`src/rtl/mfrc_pkg.sv`:
```
// mfrc_pkg: shared MFRC522 register map, sequencer state encoding and SPI address-byte helper.
`default_nettype none

package mfrc_pkg;

    localparam logic [5:0] MFRC_REG_COMMAND   = 6'h01;
    localparam logic [5:0] MFRC_REG_COMIEN    = 6'h02;
    localparam logic [5:0] MFRC_REG_FIFODATA  = 6'h09;
    localparam logic [5:0] MFRC_REG_TXCONTROL = 6'h14;
    localparam logic [5:0] MFRC_REG_VERSION   = 6'h37;

    localparam logic [2:0] ST_IDLE      = 3'd0;
    localparam logic [2:0] ST_ADDR_SEND = 3'd1;
    localparam logic [2:0] ST_ADDR_WAIT = 3'd2;
    localparam logic [2:0] ST_DATA_SEND = 3'd3;
    localparam logic [2:0] ST_DATA_WAIT = 3'd4;
    localparam logic [2:0] ST_RESP      = 3'd5;

    typedef struct packed {
        logic       write;
        logic [5:0] addr;
        logic [7:0] wdata;
    } mfrc_req_t;

    // MSB set means read; the LSB of the address byte is always 0 on this chip.
    function automatic logic [7:0] mfrc_addr_byte(input logic write, input logic [5:0] addr);
        return {~write, addr, 1'b0};
    endfunction

endpackage

`default_nettype wire

```
`src/rtl/rr_arb2.sv`:
```
// rr_arb2: two-way round-robin arbiter; the requester not granted last wins a tie.
`default_nettype none

module rr_arb2 (
    input  logic       clk,
    input  logic       rst,
    input  logic [1:0] req_i,
    input  logic       advance_i,
    output logic [1:0] grant_o
);

    logic last_q;
    logic last_d;

    always_comb begin
        grant_o = 2'b00;
        case (req_i)
            2'b01:   grant_o = 2'b01;
            2'b10:   grant_o = 2'b10;
            2'b11:   grant_o = last_q ? 2'b01 : 2'b10;
            default: grant_o = 2'b00;
        endcase
        last_d = last_q;
        if (advance_i && (|req_i)) begin
            last_d = grant_o[1];
        end
    end

    // Starting at 1 lets requester 0 win the first tie after reset.
    always_ff @(posedge clk) begin
        if (rst) begin
            last_q <= 1'b1;
        end else begin
            last_q <= last_d;
        end
    end

endmodule

`default_nettype wire

```
`src/rtl/mfrc_reg_sequencer.sv`:
```
// mfrc_reg_sequencer: arbitrates two MFRC522 register requesters onto one byte-level
// spi_master, issuing an address byte and a data byte per access with CS held between them.
`default_nettype none

module mfrc_reg_sequencer
    import mfrc_pkg::*;
#(
    parameter int unsigned TIMEOUT_CLKS = 65535
) (
    input  logic       clk,
    input  logic       rst,
    input  logic       req0_valid,
    output logic       req0_ready,
    input  logic       req0_write,
    input  logic [5:0] req0_addr,
    input  logic [7:0] req0_wdata,
    output logic       rsp0_valid,
    output logic [7:0] rsp0_rdata,
    output logic       rsp0_err,
    input  logic       req1_valid,
    output logic       req1_ready,
    input  logic       req1_write,
    input  logic [5:0] req1_addr,
    input  logic [7:0] req1_wdata,
    output logic       rsp1_valid,
    output logic [7:0] rsp1_rdata,
    output logic       rsp1_err,
    output logic       spi_cmd_valid,
    input  logic       spi_cmd_ready,
    output logic [7:0] spi_tx_data,
    output logic       spi_keep_cs,
    input  logic [7:0] spi_rx_data,
    input  logic       spi_cmd_done
);

    localparam int unsigned    TW         = $clog2(TIMEOUT_CLKS + 1);
    localparam logic [TW-1:0] TIMER_LAST = TW'(TIMEOUT_CLKS - 1);

    logic [2:0]    state_q, state_d;
    mfrc_req_t     req_q, req_d;
    logic          gid_q, gid_d;
    logic [7:0]    rdata_q, rdata_d;
    logic          err_q, err_d;
    logic [1:0]    ready_q, ready_d;
    logic [TW-1:0] timer_q, timer_d;

    logic [1:0]    w_grant;
    logic          w_busy;
    logic          w_expired;
    logic          w_resp;

    rr_arb2 u_arb (
        .clk       (clk),
        .rst       (rst),
        .req_i     ({req1_valid, req0_valid}),
        .advance_i (state_q == ST_IDLE),
        .grant_o   (w_grant)
    );

    assign w_busy = (state_q == ST_ADDR_SEND) || (state_q == ST_ADDR_WAIT) ||
                    (state_q == ST_DATA_SEND) || (state_q == ST_DATA_WAIT);
    // Abort once TIMEOUT_CLKS cycles have been spent in a single send/wait state.
    assign w_expired = w_busy && (timer_q == TIMER_LAST);

    always_comb begin
        state_d = state_q;
        req_d   = req_q;
        gid_d   = gid_q;
        rdata_d = rdata_q;
        err_d   = err_q;
        ready_d = 2'b00;
        case (state_q)
            ST_IDLE: begin
                if (|w_grant) begin
                    ready_d = w_grant;
                    gid_d   = w_grant[1];
                    req_d   = w_grant[1] ? {req1_write, req1_addr, req1_wdata}
                                         : {req0_write, req0_addr, req0_wdata};
                    rdata_d = 8'h00;
                    err_d   = 1'b0;
                    state_d = ST_ADDR_SEND;
                end
            end
            ST_ADDR_SEND: begin
                if (spi_cmd_ready) begin
                    state_d = ST_ADDR_WAIT;
                end else if (w_expired) begin
                    err_d   = 1'b1;
                    state_d = ST_RESP;
                end
            end
            ST_ADDR_WAIT: begin
                if (spi_cmd_done) begin
                    state_d = ST_DATA_SEND;
                end else if (w_expired) begin
                    err_d   = 1'b1;
                    state_d = ST_RESP;
                end
            end
            ST_DATA_SEND: begin
                if (spi_cmd_ready) begin
                    state_d = ST_DATA_WAIT;
                end else if (w_expired) begin
                    err_d   = 1'b1;
                    state_d = ST_RESP;
                end
            end
            ST_DATA_WAIT: begin
                if (spi_cmd_done) begin
                    if (!req_q.write) begin
                        rdata_d = spi_rx_data;
                    end
                    state_d = ST_RESP;
                end else if (w_expired) begin
                    err_d   = 1'b1;
                    state_d = ST_RESP;
                end
            end
            ST_RESP: begin
                state_d = ST_IDLE;
            end
            default: begin
                state_d = ST_IDLE;
            end
        endcase

        if (state_d != state_q) begin
            timer_d = '0;
        end else if (w_busy) begin
            timer_d = timer_q + TW'(1);
        end else begin
            timer_d = '0;
        end
    end

    always_ff @(posedge clk) begin
        if (rst) begin
            state_q <= ST_IDLE;
            req_q   <= '0;
            gid_q   <= 1'b0;
            rdata_q <= 8'h00;
            err_q   <= 1'b0;
            ready_q <= 2'b00;
            timer_q <= '0;
        end else begin
            state_q <= state_d;
            req_q   <= req_d;
            gid_q   <= gid_d;
            rdata_q <= rdata_d;
            err_q   <= err_d;
            ready_q <= ready_d;
            timer_q <= timer_d;
        end
    end

    assign req0_ready = ready_q[0];
    assign req1_ready = ready_q[1];

    assign spi_cmd_valid = (state_q == ST_ADDR_SEND) || (state_q == ST_DATA_SEND);
    assign spi_keep_cs   = (state_q == ST_ADDR_SEND);
    assign spi_tx_data   = (state_q == ST_ADDR_SEND) ? mfrc_addr_byte(req_q.write, req_q.addr) :
                           ((state_q == ST_DATA_SEND) && req_q.write) ? req_q.wdata : 8'h00;

    assign w_resp     = (state_q == ST_RESP);
    assign rsp0_valid = w_resp && !gid_q;
    assign rsp1_valid = w_resp && gid_q;
    assign rsp0_rdata = rsp0_valid ? rdata_q : 8'h00;
    assign rsp1_rdata = rsp1_valid ? rdata_q : 8'h00;
    assign rsp0_err   = rsp0_valid && err_q;
    assign rsp1_err   = rsp1_valid && err_q;

endmodule

`default_nettype wire

```
`config.mk`:
```
export PLATFORM = sky130hd
export DESIGN_NAME = mfrc_reg_sequencer
export DESIGN_NICKNAME = d
export VERILOG_FILES = /design/src/rtl/mfrc_pkg.sv /design/src/rtl/rr_arb2.sv /design/src/rtl/mfrc_reg_sequencer.sv
export SDC_FILE = /design/constraint.sdc
export NUM_CORES = 1
export LEC_CHECK = 0
export BUFFER_PORTS_ARGS = -buffer_cell sky130_fd_sc_hd__buf_4
export CAP_MARGIN = 20
export CORE_MARGIN = 2
export CORE_UTILIZATION = 55
export CTS_CLUSTER_DIAMETER = 60
export DETAILED_ROUTE_END_ITERATION = 8
export HOLD_SLACK_MARGIN = 0.12
export PLACE_DENSITY = 0.84
export SLEW_MARGIN = 10
export SYNTH_ARGS = -nofsm -noshare
export SYNTH_HDL_FRONTEND = slang
export SYNTH_SLANG_ARGS = --single-unit
```
`constraint.sdc`:
```
create_clock -name clk -period 2.85 [get_ports clk]
set_clock_uncertainty 0.1 [all_clocks]
set_input_delay 0.4275 -clock clk [delete_from_list [all_inputs] [get_ports clk]]
set_output_delay 0.4275 -clock clk [all_outputs]
set_load 0.01 [all_outputs]
```
**Yosys cells after proc, flatten, opt, wreduce, memory -nomap -nowiden**

Cells that the tools add are included.

- Bits in registers: 47
- Memory bits (read-only): 0
- Output and inout bits: 32
- Latch bits: 0
- Memories kept: 0
- Memory bits (writable): 0

- Divide/modulo/power cells: 0
- Multiplexer cells: 23
- Bitwise logic cells: 4
- Eq/ne operators: 15
- $lt $le $gt $ge: 0
- $mul: 0
- $add $sub $neg: 1
- Shift operators: 0
- Reductions and logical operators: 24

Operator list:

| operator | count |
|---|---|
| $mux 8 | 7 |
| $mux 3 | 6 |
| $add 16x1->16 const B | 1 |
| $eq 16x16->1 const B | 1 |
| $pmux 8 s2 | 1 |
| $mux 15 | 1 |
| $pmux 3 s5 | 1 |
| $ne 2x2->1 const B | 5 |
| $reduce_and 4->1 | 2 |
| $reduce_or 2->1 | 4 |
| $logic_and 1x1->1 | 7 |
| $eq 3x2->1 const B | 2 |
| $eq 3x3->1 const B | 2 |
| $pmux 2 s3 | 1 |
| $reduce_or 3->1 | 2 |
| $eq 2x2->1 const B | 2 |
| $logic_or 1x1->1 | 4 |
| $mux 1 | 4 |
| $not 1->1 | 4 |
| $eq 3x1->1 const B | 1 |
| $logic_not 3->1 | 1 |
| $ne 3x3->1 | 1 |
| $pmux 1 s3 | 1 |
| $reduce_bool 3->1 | 1 |
| 5 further kinds | 5 |

**Logic depth before layout (Yosys ltp)**

- Depth after elaboration: 10
- Gate-level depth with buffers: 7

**Cells and area by module**

Synthesis repeated with hierarchy kept, for this count alone.

- Cell total of the unflattened synthesis: 300
- Area, all modules: 2,513.7 µm²

By module, submodules not included:

| module | sequential area each (µm²) | instances | cells an instance | area each (µm²) |
|---|---|---|---|---|
| mfrc_reg_sequencer | 920.9 | 1 | 293 | 2,452.4 |
| rr_arb2 | 20.0 | 1 | 7 | 61.3 |

**Worst setup path after synthesis**

No wires, ideal clock.

- Path kind: register -> output
- From: register state_q[0]
- To: output rsp0_err
- Buffers on the path: 1
- Stages on the path, launching flop included: 6
- Path slack: 0.964 ns
- Arrival: 1.358 ns
- Cells stage by stage: dfxtp_1 > clkbuf_2 > nor2b_1 > nand2_1 > nor2_1 > and2_1

- Longest elaborated chain between the ends: 3

RTL lines:

| item | RTL line | RTL |
|---|---|---|
| start, declared | mfrc_reg_sequencer.sv:39 | `logic [2:0] state_q, state_d;` |
| start signal, assigned | mfrc_reg_sequencer.sv:146 | `state_q <= state_d;` |
| $eq 3x3->1 | mfrc_reg_sequencer.sv:164 | `assign w_resp = (state_q == ST_RESP);` |
| $logic_and 1x1->1 | mfrc_reg_sequencer.sv:165 | `assign rsp0_valid = w_resp && !gid_q;` |
| named net rsp0_valid | mfrc_reg_sequencer.sv:17 | `output logic rsp0_valid,` |
| $logic_and 1x1->1 | mfrc_reg_sequencer.sv:169 | `assign rsp0_err = rsp0_valid && err_q;` |
| end, declared | mfrc_reg_sequencer.sv:19 | `output logic rsp0_err,` |

The timed path passes the listed nets, and every way through them passes these cells.

**Worst setup path in the final report**

- From: register state_q[0]
- To: output rsp0_rdata[6]

- Longest elaborated chain between the ends: 3

RTL lines:

| item | RTL line | RTL |
|---|---|---|
| $eq 3x3->1 | mfrc_reg_sequencer.sv:164 |  |
| $logic_and 1x1->1 | mfrc_reg_sequencer.sv:165 |  |
| $mux 8 | mfrc_reg_sequencer.sv:167 | `assign rsp0_rdata = rsp0_valid ? rdata_q : 8'h00;` |
| end, declared | mfrc_reg_sequencer.sv:18 | `output logic [7:0] rsp0_rdata,` |

No other way between the ends.

==> impl_metrics.yaml <==
die:
  std_cell_rows: 24
  ios: 76
  coreArea_um2: 4410
  die_h_um: 72.1
  start_util_pct: 57.9
  die-area_um2: 5200
  die_width_um: 72.1
synth:
  yosysWarnings: 0
  synth-edff-count: 0
  ys_seq_area_share_pct: 36.8
  syn_nets: 345
  syn_area_per_cell_um2: 8.54
  syn-cell-area_um2: 2550
  synth_cell_type_count: 51
  synth_cells: 299
  async_flop_share_pct: 0
  synth_ff_type: "dfxtp_1"
  ys_ff_latch: 47
detailed_routing:
  antenna_left: 0
  vias: 2432
  vias_per_cell: 5.89
  wl_per_cell_um: 15.0
  drt_iter0_markers: 250
  drt_wl_total_um: 6200
  drc: 0
  firstDrtPassIters: 5
layout:
  fin_cells: 413
  layout_common_cells: "buf_4 (81), dfxtp_1 (47), nor2_1 (22), and2_1 (22)"
  drive_gt1_share_pct: 26.9
  register_area_um2: 941
  multiInputGateArea_um2: 1460
  nFillCells: 337
  syn2layout_area_growth_pct: 24.1
  final_common_cell: "buf_4"
  num-nets-final: 408
  antenna_cells: 0
worst_hold_path:
  hold_path_end: "rdata_q[4]$_SDFFE_PP0P_"
  holdCritPathClass: "in -> reg"
  hold_depth: 3
  min-delay-start: "spi_rx_data[4]"
setup_path:
  crit_slowest_cell: "dfxtp_1"
  timing.rr.start: "state_q[2]$_SDFF_PP0_"
  cp_cell_sequence: "nor2b_1 -> nand2_1 -> nor2_1 -> and2_1 -> buf_4"
  cp.required_ns: 2.32
  arrival_ns: 1.92
  r2r-end: "timer_q[2]$_SDFF_PP0_"
  critPathLaunchType: "flip-flop"
  cp_top_family: "simple AND/OR/NAND/NOR gates"
  rr_worst_depth: 5
  critPathMaxStageDelay_ns: 0.62
  worst-path-buf-inv: 1
  cp-end-kind: "output pin"
  crit_type: "reg -> out"
  reg2reg_slack_ns: 0.51
  crit_fanout: 14
power:
  switchingPower_mw: 0.729
  netSwitchingFraction_pct: 37.9
  seq_power_share_pct: 43.7
  power.share.combinational_pct: 37.2
  power_leakage_nw: 1.34
  ir_drop_v: 0.000425
  power_mw: 1.92
  p_clk_share_pct: 19.1
  intPower_mw: 1.20
  pwr_density_cell_nw_per_um2: 607
global_route:
  grt_max_degree: 29
  grt_overflow: 0
  gr-usage-all-layers_pct: 23.8
  grt_pass1_wl_um: 9930
  antenna_found_initial: 0
  grt_pass1_vias: 2132
run_status:
  status: "complete, no violations"
cts:
  numClockSinks: 47
  path_clk_slew_ns: 0.08
  ctsHoldBuffers: 0
  worstSkewPairLatency_ns: 0.29
  cts_root_buf: "clkbuf_8"
  postCtsSetupRepairBufs: 0
  cts-buffers-inserted: 5
  post_cts_resized: 0
  cts_buffer_depth: 2
  htree_levels: 2
  tritoncts: "yes"
timing:
  hold_violations: 0
  slew_headroom_pct: 49.4
  rsz0062_at_grt: "false"
  timing.final.crit_share_pct: 85.8
  fmax_mhz: 409
  slew_violations: 0
  finalSetupViolCount: 0
  hold_ws_ns: 0.297
  setup_ws_ns: 0.403
  fin_setup_tns_ns: 0
  worstMarginPinSlew_ns: 0.759
  min_period_ns: 2.45
placed_design:
  post-dp-hpwl_um: 4340
  gp_congestion: 0.816
  detailedPlace.worstSlack_ns: 0.316
  io_buffers: 75
  dp.cells: 405
job:
  drv_cap: 0
-- flip-flops by register name, indices dropped and copies added, names as in the netlist --
register and count:
u_arb.last_q 1, state_q 3, rdata_q 8, req_q 15
ready_q 2, gid_q 1, timer_q 16, err_q 1
-- synthesized netlist by cell type (all sizes together) (2+ instances only) --
master,count,area share [%]
a221oi,16,5.7
and4,4,1.4
or4,2,0.59
a21oi,21,4.1
inv,6,0.88
nor2,22,3.2
nand2b,2,0.49
and2,22,5.4
xor2,13,4.5
dfxtp,47,37
clkbuf,12,1.8
o21ai,7,1.5
o21a,2,0.59
ha,2,0.98
o22ai,2,0.49
nand3,20,3.9
a21boi,2,0.59
o21bai,2,0.59
nand3b,2,0.59
nand4,5,1.2
and3,7,1.8
nand2,21,3.4
buf,13,3.6
mux2i,15,5.9
nor2b,2,0.49
a211oi,15,4.4
-- power by group through the flow --
stage / clock [mW] / combinational, mW / sequential [mW]
2_1_floorplan: 0 / 0.530 / 0.813
3_3_place_gp: 0 / 0.674 / 0.848
3_5_place_dp: 0 / 0.687 / 0.852
4_1_cts: 0.371 / 0.695 / 0.837
5_1_grt: 0.393 / 0.791 / 0.857
6_report: 0.368 / 0.715 / 0.841
-- per-stage QoR --
step / utilization (%) / instance area [um2]
finish: 71.8 / 3170
global route: 71.8 / 3170
CTS: 71.4 / 3150
detailed placement: 69.7 / 3080
global placement: 69.7 / 3080
floorplan: - / 2550
-- routing by layer --
metal	vias up	global-route usage, %	part of all wire [%]
li1	1211	-	-
met1	1097	32.1	43
met2	118	39.9	49
met3	6	4.03	7.4
met4	0	5.45	0.98
met5	-	0	0
-- cells by family after synthesis --
kind of cell,after synthesis,synth area share (%)
muxes,15,5.88
DFF,47,36.8
and+or+nand+nor,115,24.3
xor gates and xnor gates,14,4.80
AOI/OAI and AO/OA,75,20.9
adders and majority gates,2,0.980
buffers and inverters,31,6.27
-- worst reg2reg max path, delay by kind of cell, from the launching register on --
| kind | cells | cell delay [ns] |
|---|---|---|
| buffers and inverters | 1 | 0.28 |
| DFF | 1 | 0.69 |
| and+or+nand+nor | 2 | 0.46 |
| AOI/OAI and AO/OA | 2 | 0.65 |
-- worst max-delay path by stage --
stage,endpoint,slack (ns),cells after the start,start
2_1_floorplan,rsp0_err,0.96,5,state_q[0]$_SDFF_PP0_
3_3_place_gp,timer_q[15]$_SDFF_PP0_,0.47,4,state_q[2]$_SDFF_PP0_
3_5_place_dp,timer_q[9]$_SDFF_PP0_,0.32,4,state_q[2]$_SDFF_PP0_
4_1_cts,timer_q[9]$_SDFF_PP0_,0.28,4,state_q[2]$_SDFF_PP0_
5_1_grt,rsp0_rdata[3],0.27,5,state_q[0]$_SDFF_PP0_
6_report,rsp0_rdata[6],0.40,5,state_q[0]$_SDFF_PP0_
-- final cells by class --
cell class / count / area share [%]
clock buffer: 6 / 2.29
inverter: 6 / 0.711
multi-input combinational: 221 / 46.1
sequential: 47 / 29.7
tap: 52 / 2.05
timing repair buffer: 81 / 19.2
No activity file was read; power rests on OpenSTA's default activity.
